`config.mk`:
```
export PLATFORM = sky130hd
export DESIGN_NAME = bcd2bin
export DESIGN_NICKNAME = d
export VERILOG_FILES = /design/src/rtl/bcd2bin_pkg.sv /design/src/rtl/bcd_digit_sub3.sv /design/src/rtl/bcd2bin.sv
export SDC_FILE = /design/constraint.sdc
export NUM_CORES = 1
export LEC_CHECK = 0
export BUFFER_PORTS_ARGS = -buffer_cell sky130_fd_sc_hd__buf_4
export CORE_ASPECT_RATIO = 0.9
export CORE_MARGIN = 3
export CORE_UTILIZATION = 35
export CTS_CLUSTER_DIAMETER = 60
export DETAILED_ROUTE_END_ITERATION = 10
export HOLD_SLACK_MARGIN = 0.1
export PLACE_DENSITY = 0.52
export SETUP_SLACK_MARGIN = 0.15
export SYNTH_ARGS = -nofsm -noshare
export SYNTH_HDL_FRONTEND = slang
export SYNTH_SLANG_ARGS = --single-unit
```
`constraint.sdc`:
```
create_clock -name clk -period 4.45 [get_ports clk]
set_input_delay 0.2225 -clock clk [delete_from_list [all_inputs] [get_ports clk]]
set_output_delay 0.2225 -clock clk [all_outputs]
set_load 0.01 [all_outputs]
```
`src/rtl/bcd2bin_pkg.sv`:
```
// bcd2bin_pkg: shared definitions for the BCD-to-binary converter.
//   state_t       : converter FSM states
//   DIGIT_THRESH  : nibble value at or above which a correction applies
//   DIGIT_CORR    : correction subtracted from such a nibble
//   DIGIT_MAX     : largest legal BCD digit
//   bin_width()   : smallest binary width holding 10^digits-1
package bcd2bin_pkg;

    typedef enum logic [1:0] {
        IDLE,
        SHIFT,
        DONE
    } state_t;

    localparam logic [3:0] DIGIT_THRESH = 4'd8;
    localparam logic [3:0] DIGIT_CORR   = 4'd3;
    localparam logic [3:0] DIGIT_MAX    = 4'd9;

    function automatic int bin_width(input int digits);
        case (digits)
            1:       return 4;
            2:       return 7;
            3:       return 10;
            4:       return 14;
            default: return 0;
        endcase
    endfunction

endpackage

```
`src/rtl/bcd_digit_sub3.sv`:
```
// bcd_digit_sub3: per-nibble correction for one reverse double-dabble step.
//   digit : nibble after the right shift
//   fixed : digit - 3 when digit >= 8, otherwise digit unchanged
module bcd_digit_sub3
    import bcd2bin_pkg::*;
(
    input  logic [3:0] digit,
    output logic [3:0] fixed
);

    always_comb begin
        fixed = (digit >= DIGIT_THRESH) ? digit - DIGIT_CORR : digit;
    end

endmodule

```
`src/rtl/bcd2bin.sv`:
```
// bcd2bin: multi-cycle BCD-to-binary converter (reverse double dabble).
//   clk   : clock, rising edge
//   rst   : synchronous active-high reset
//   start : conversion request, sampled only in IDLE
//   bcd   : packed BCD digits, most significant digit in the top nibble
//   busy  : high in every state except IDLE
//   done  : one-cycle pulse marking bin/err valid
//   bin   : converted value, held until the next completion or reset
//   err   : last request contained a digit greater than 9
module bcd2bin
    import bcd2bin_pkg::*;
#(
    parameter int DIGITS = 3,
    parameter int BIN_W  = bin_width(DIGITS)
) (
    input  logic                  clk,
    input  logic                  rst,
    input  logic                  start,
    input  logic [4*DIGITS-1:0]   bcd,
    output logic                  busy,
    output logic                  done,
    output logic [BIN_W-1:0]      bin,
    output logic                  err
);

    localparam int WORK_W = 4*DIGITS + BIN_W;
    localparam int CNT_W  = $clog2(BIN_W + 1);
    localparam logic [CNT_W-1:0] LAST_STEP = CNT_W'(BIN_W - 1);

    state_t              state;
    logic [CNT_W-1:0]    cnt;
    logic [WORK_W-1:0]   work;
    logic [WORK_W-1:0]   shifted;
    logic [WORK_W-1:0]   stepped;
    logic                bad_digit;

    // Working register: BCD digits on top, binary result accumulates below
    // as bits are shifted out of the BCD field.
    always_comb begin
        shifted = work >> 1;
    end

    assign stepped[BIN_W-1:0] = shifted[BIN_W-1:0];

    for (genvar i = 0; i < DIGITS; i++) begin : g_digit
        bcd_digit_sub3 u_sub3 (
            .digit (shifted[BIN_W + 4*i +: 4]),
            .fixed (stepped[BIN_W + 4*i +: 4])
        );
    end

    always_comb begin
        bad_digit = 1'b0;
        for (int unsigned i = 0; i < DIGITS; i++) begin
            if (bcd[4*i +: 4] > DIGIT_MAX) begin
                bad_digit = 1'b1;
            end
        end
    end

    always_ff @(posedge clk) begin
        if (rst) begin
            state <= IDLE;
            cnt   <= '0;
            work  <= '0;
            busy  <= 1'b0;
            done  <= 1'b0;
            bin   <= '0;
            err   <= 1'b0;
        end else begin
            case (state)
                IDLE: begin
                    done <= 1'b0;
                    if (start) begin
                        busy <= 1'b1;
                        if (bad_digit) begin
                            // Invalid digits bypass the shift loop entirely.
                            bin   <= '0;
                            err   <= 1'b1;
                            done  <= 1'b1;
                            state <= DONE;
                        end else begin
                            work  <= {bcd, {BIN_W{1'b0}}};
                            cnt   <= '0;
                            state <= SHIFT;
                        end
                    end
                end
                SHIFT: begin
                    work <= stepped;
                    cnt  <= cnt + CNT_W'(1);
                    if (cnt == LAST_STEP) begin
                        // Result is taken from the post-step value so the
                        // final step does not cost an extra cycle.
                        bin   <= stepped[BIN_W-1:0];
                        err   <= 1'b0;
                        done  <= 1'b1;
                        state <= DONE;
                    end
                end
                DONE: begin
                    done  <= 1'b0;
                    busy  <= 1'b0;
                    state <= IDLE;
                end
                default: begin
                    state <= IDLE;
                end
            endcase
        end
    end

endmodule

```
==> results of run 1 <==
-- sequential cells by signal, indices dropped and copies added, names as in the netlist --
name,cells
bin,10
busy,1
cnt,4
done,1
err,1
state,2
work,21
-- cells in the final DEF, fill, tap and decap left out, types with 2 or more instances in the layout --
| master | instances |
|---|---|
| nor3_1 | 2 |
| a21oi_2 | 2 |
| nand2_1 | 39 |
| buf_4 | 29 |
| ha_1 | 10 |
| nor4_1 | 2 |
| o311ai_0 | 2 |
| o211ai_1 | 6 |
| a311oi_1 | 3 |
| nand3_1 | 22 |
| inv_1 | 10 |
| a211o_1 | 2 |
| clkbuf_8 | 5 |
| a21oi_1 | 22 |
| o21a_1 | 3 |
| mux2i_1 | 5 |
| a31oi_1 | 10 |
| xnor2_1 | 4 |
| dfxtp_1 | 40 |
| nor2b_1 | 3 |
| a211oi_1 | 6 |
| nor2_1 | 9 |
| nand2b_1 | 2 |
| o21ai_0 | 15 |
-- metal layers --
metal	global-route usage [%]	wire [um]	vias to the layer above
met5	0	0	-
met4	4.83	53	0
met3	3.46	173	7
met2	21.5	1980	26
met1	19.5	2420	777
li1	-	-	919
-- area by class of cell --
class	count	area [um2]	area share, %
Inverter	10	37.5	1.61
Tap cell	67	83.8	3.60
Clock inverter	1	5.00	0.215
Multi-Input combinational cell	181	1110	47.7
Clock buffer	6	72.6	3.12
Timing Repair Buffer	29	218	9.35
Sequential cell	40	801	34.4
-- power by group through the flow --
stage | Clock (mW) | Combinational, mW | Sequential, mW
detailed placement | 0 | 0.108 | 0.389
floorplan | 0 | 0.0765 | 0.389
finish | 0.225 | 0.108 | 0.381
CTS | 0.235 | 0.109 | 0.381
global route | 0.252 | 0.121 | 0.383
global placement | 0 | 0.108 | 0.389
-- stage by stage --
step	utilization, %	setup slack, ns
global route	42.8	1.77
detailed placement	41.4	1.99
CTS	42.8	1.97
finish	42.8	1.98
floorplan	-	2.77
global placement	41.4	2.03
-- logic make-up (layout without fill, tap and decap cells) --
group	count (synthesis)	in the layout	synth area share, %
AOI/OAI and AO/OA	79	79	25.9
xor gates and xnor gates	5	5	2.15
adders and majority gates	10	10	6.14
and+or+nand+nor	82	82	17.9
DFF	40	40	39.3
buffers and inverters	27	46	6.14
muxes	5	5	2.46
-- how the worst min path moves through the flow --
stage	start	cells after the start	endpoint	slack [ns]
floorplan	bcd[11]	2	work[21]	0.39
global placement	work[1]	2	work[1]	0.46
detailed placement	work[1]	2	work[1]	0.45
CTS	bcd[11]	3	work[21]	0.23
global route	bcd[11]	3	work[21]	0.25
finish	bcd[11]	3	work[21]	0.23
-- critical path: stages, from the launching register on --
cell and delay (ns):
dfxtp_1 0.38, inv_1 0.08, ha_1 0.35, nand2b_1 0.49
o41a_1 0.79, or3_1 0.20, a21oi_1 0.06
==> results.cfg, run 1 <==
[sta]
clock.fmax_mhz = 404
worst_slew_pin_slew_ns = 1.06
layout_worst_path_cycle_share_pct = 55.6
relSlewSlack_pct = 28.6
fin_crit_ns = 2.47
hold-worst-slack_ns = 0.229
skew_ns = 0.00763
hold_viol = 0
rsz0062_at_grt = no
slew_viol_final = 0
setup_tns_ns = 0
setup-violations-final = 0

[clock_network]
clkTransAtPathRegs_ns = 0.08
cts_sinks = 40
clk_latency_ns = 0.29
h-tree-depth = 2
post-cts-setup-buffers = 0
ctsResizeCount = 0
cts_buffer_depth = 2
holdBufCountCts = 0
cts_inserted_buffers = 5
root_buffer = clkbuf_8
cts_tree = built

[cells_and_area]
fill_cells = 561
syn_to_final_growth_pct = 14.3
final_area_um2 = 2330
fin_nets = 292
finalNonFillerCells = 334
drive_above_1_share_pct = 15.0
diodes = 0

[floorplan]
start_util_pct = 37.4
rows = 25
dieArea_um2 = 6770
die_w_um = 86.4
design.portCount = 28
fp.coreArea_um2 = 5440
die_y_um = 78.4

[yosys]
synth-edff-count = 0
yosys.cell_count.top_type = dfxtp_1
synthTopCellsByCount = dfxtp_1 (40), nand2_1 (39), a21oi_1 (22), nand3_1 (22), o21ai_0 (15)
syn_inst = 248
syn_nets = 273
synthTopCellsByArea = dfxtp_1 (39%), nand2_1 (7.2%), ha_1 (6.1%), a21oi_1 (5.4%), nand3_1 (5.4%)
ys_warn_count = 0
netlist_area_um2 = 2040
async_reset_ff_share_pct = 0
syn_avg_cell_area_um2 = 8.21
synth_area_leader_cell = dfxtp_1
ys_types = 38
synth_top_area_share_pct = 39.3
ys_seq_area_share_pct = 39.3
synth-main-ff-cell = dfxtp_1
synth_seq_cells = 40

[worst_setup_path]
critPathCaptureType = register
rrSetupSlack_ns = 1.98
r2r_end = cnt[1]
cp_max_fo = 21
cp-startpoint = state[1]
rr_startpoint = state[1]
cp-endpoint = cnt[1]
path_class = reg2reg
crit_arrival_ns = 2.63
reg2regPathDepth = 6
required_ns = 4.61
worstSetupStartpointType = register

[pwr]
seqPwrFrac_pct = 53.4
internal-power_uw = 520
p_sw_uw = 194
pwr-share-comb_pct = 15.1
ir_drop_mv = 0.126
clockPowerShare_pct = 31.5
p_leak_nw = 0.794
p_total_uw = 714
p_sw_share_pct = 27.1
powerDensity_nw_per_um2 = 307

[place]
dpl_cell_area_um2 = 2250
finalWeightedCongestion = 0.720
dp.final_hpwl_um = 3210
placed_cells = 327
placement.io_buffers = 27

[min_path]
worstHoldPathType = in2reg

[detailed_routing]
routed_via_density = 5.18
wl_per_cell_um = 13.9
dr.first_iter.drc_count = 124
ant_nets = 0
route.detailed.drc = 0
via_count = 1729
routed_wl_um = 4630
first_pass_iters = 4

[global_routing]
grt_pass1_wl_um = 7660
grtUsageTotal_pct = 14.2
grt_pass1_vias = 1600
grt-ovfl-total = 0
grt_max_degree = 41
antenna_found_initial = 0

[status]
status = completed

[job]
drv_cap = 0
Note: power is estimated with default switching activity, not from simulation.
==> run 2: changes to the inputs <==
--- a/config.mk
+++ b/config.mk
@@ -12,7 +12,7 @@
 export CTS_CLUSTER_DIAMETER = 60
 export DETAILED_ROUTE_END_ITERATION = 10
 export HOLD_SLACK_MARGIN = 0.1
-export PLACE_DENSITY = 0.52
+export PLACE_DENSITY = 0.54
 export SETUP_SLACK_MARGIN = 0.15
 export SYNTH_ARGS = -nofsm -noshare
 export SYNTH_HDL_FRONTEND = slang
==> constraint.sdc (replaced) <==
create_clock -name clk -period 2.15 [get_ports clk]
set_input_delay 0.1075 -clock clk [delete_from_list [all_inputs] [get_ports clk]]
set_output_delay 0.1075 -clock clk [all_outputs]
set_load 0.01 [all_outputs]
==> run 2 against run 1 <==
Compared with the run above:
- utilization rose by 2.2 points
- hold slack got worse by 0.11 ns
- sequential cell count did not move
- global-route usage rose by 1.1 points
- routed wire length rose by 6.5%
- clock skew rose by 0.0033 ns
- total power rose by 140%
- clock-buffer cell count did not move
- die area did not move
- critical path depth rose by 2
- critical endpoint is now work[14]
- largest cell class unchanged
==> results.cfg, run 2 (synthesis gave the netlist of run 1 again) <==
[status]
status = completed

[detailed_routing]
first_pass_iters = 4
route.detailed.drc = 0
dr.first_iter.drc_count = 83
routed_wl_um = 4930
wl_per_cell_um = 14.3
via_count = 1811
routed_via_density = 5.25
ant_nets = 0

[global_routing]
grt_pass1_wl_um = 8160
antenna_found_initial = 0
grt_pass1_vias = 1660
grt_max_degree = 41
grtUsageTotal_pct = 15.3
grt-ovfl-total = 0

[pwr]
ir_drop_mv = 0.387
p_leak_nw = 0.861
powerDensity_nw_per_um2 = 689

[sta]
skew_ns = 0.0109
setup-violations-final = 0
relSlewSlack_pct = 67.4
fin_ws_ns = 0.263
rsz0062_at_grt = yes
layout_worst_path_cycle_share_pct = 87.8
setup_tns_ns = 0
hold_viol = 0
slew_viol_final = 0
fin_crit_ns = 1.89
clock.fmax_mhz = 530
worst_slew_pin_slew_ns = 0.483

[worst_setup_path]
required_ns = 2.33
crit_arrival_ns = 2.06
rrSetupSlack_ns = 0.26
path_class = reg2reg
cp_max_fo = 6
critPathCaptureType = register
worstSetupStartpointType = register

[min_path]
worstHoldPathType = in2reg

[clock_network]
cts_inserted_buffers = 5
holdBufCountCts = 0
cts_sinks = 40
clkTransAtPathRegs_ns = 0.08
cts_tree = built
root_buffer = clkbuf_8
h-tree-depth = 2
clk_latency_ns = 0.30
cts_buffer_depth = 2

[place]
placement.io_buffers = 27
dp.final_hpwl_um = 3340
finalWeightedCongestion = 0.779
post-place-ws_ns = 0.199

[floorplan]
die_w_um = 86.4
fp.coreArea_um2 = 5440
rows = 25
dieArea_um2 = 6770
die_y_um = 78.4
start_util_pct = 37.4
design.portCount = 28

[cells_and_area]
drive_above_1_share_pct = 19.4
mostFrequentLayoutCells = dfxtp_1 (40), nand2_1 (38), buf_4 (38)
syn_to_final_growth_pct = 20.3
diodes = 0
largest_register_ff_count = 21
layout_commonest_cell = dfxtp_1
top_register = work
reg_top3 = work (21), bin (10), cnt (4)
fin_nets = 302

[job]
drv_cap = 0
-- run 2: worst paths after layout --
path | startpoint | end | cells after the start
max | state[0] | work[14] | 8
min | bcd[11] | work[21] | 3
max reg2reg | state[0] | work[14] | 8
min reg2reg | work[1] | work[1] | 2
-- run 2: per-stage QoR --
stage | power (mW) | cells | instance area [um2] | utilization [%] | hold WS (ns)
floorplan | 0.963 | 248 | 2040 | - | 0.272
global placement | 1.04 | 334 | 2300 | 42.3 | 0.415
detailed placement | 1.04 | 334 | 2300 | 42.3 | 0.423
CTS | 1.70 | 342 | 2420 | 44.6 | 0.109
global route | 1.77 | 345 | 2450 | 45.0 | 0.123
finish | 1.69 | 345 | 2450 | 45.0 | 0.122
-- run 2: worst max-delay path: stages, from the launching register on --
cell,delay [ns]
dfxtp_1,0.33
inv_1,0.11
ha_2,0.26
nand2_2,0.12
o41a_1,0.53
clkbuf_2,0.18
buf_4,0.14
nand2_1,0.06
a21oi_1,0.05
-- run 2: where the power goes --
group	switching, mW	internal (mW)
clock network	0.276	0.380
logic	0.142	0.102
registers	0.0220	0.767
total	0.440	1.25
-- run 2: routing by layer --
layer,routed length [um],vias to the layer above,global-route usage (%)
met5,0,-,0
met4,78,0,6.70
met3,160,8,3.57
met2,2050,23,21.5
met1,2640,840,21.9
li1,-,940,-
-- run 2: repair_timing --
action | CTS | global route
endpoints found under the setup margin | 0 | 14
buffers inserted | 0 | 3
resized for setup | 0 | 2
-- run 2: area by class of cell --
class,instances,area (um2)
Fill cell,564,2990
Multi-Input combinational cell,181,1120
Sequential cell,40,801
Timing Repair Buffer,39,290
Tap cell,67,83.8
Clock buffer,6,82.6
Clock inverter,2,38.8
Inverter,10,37.5
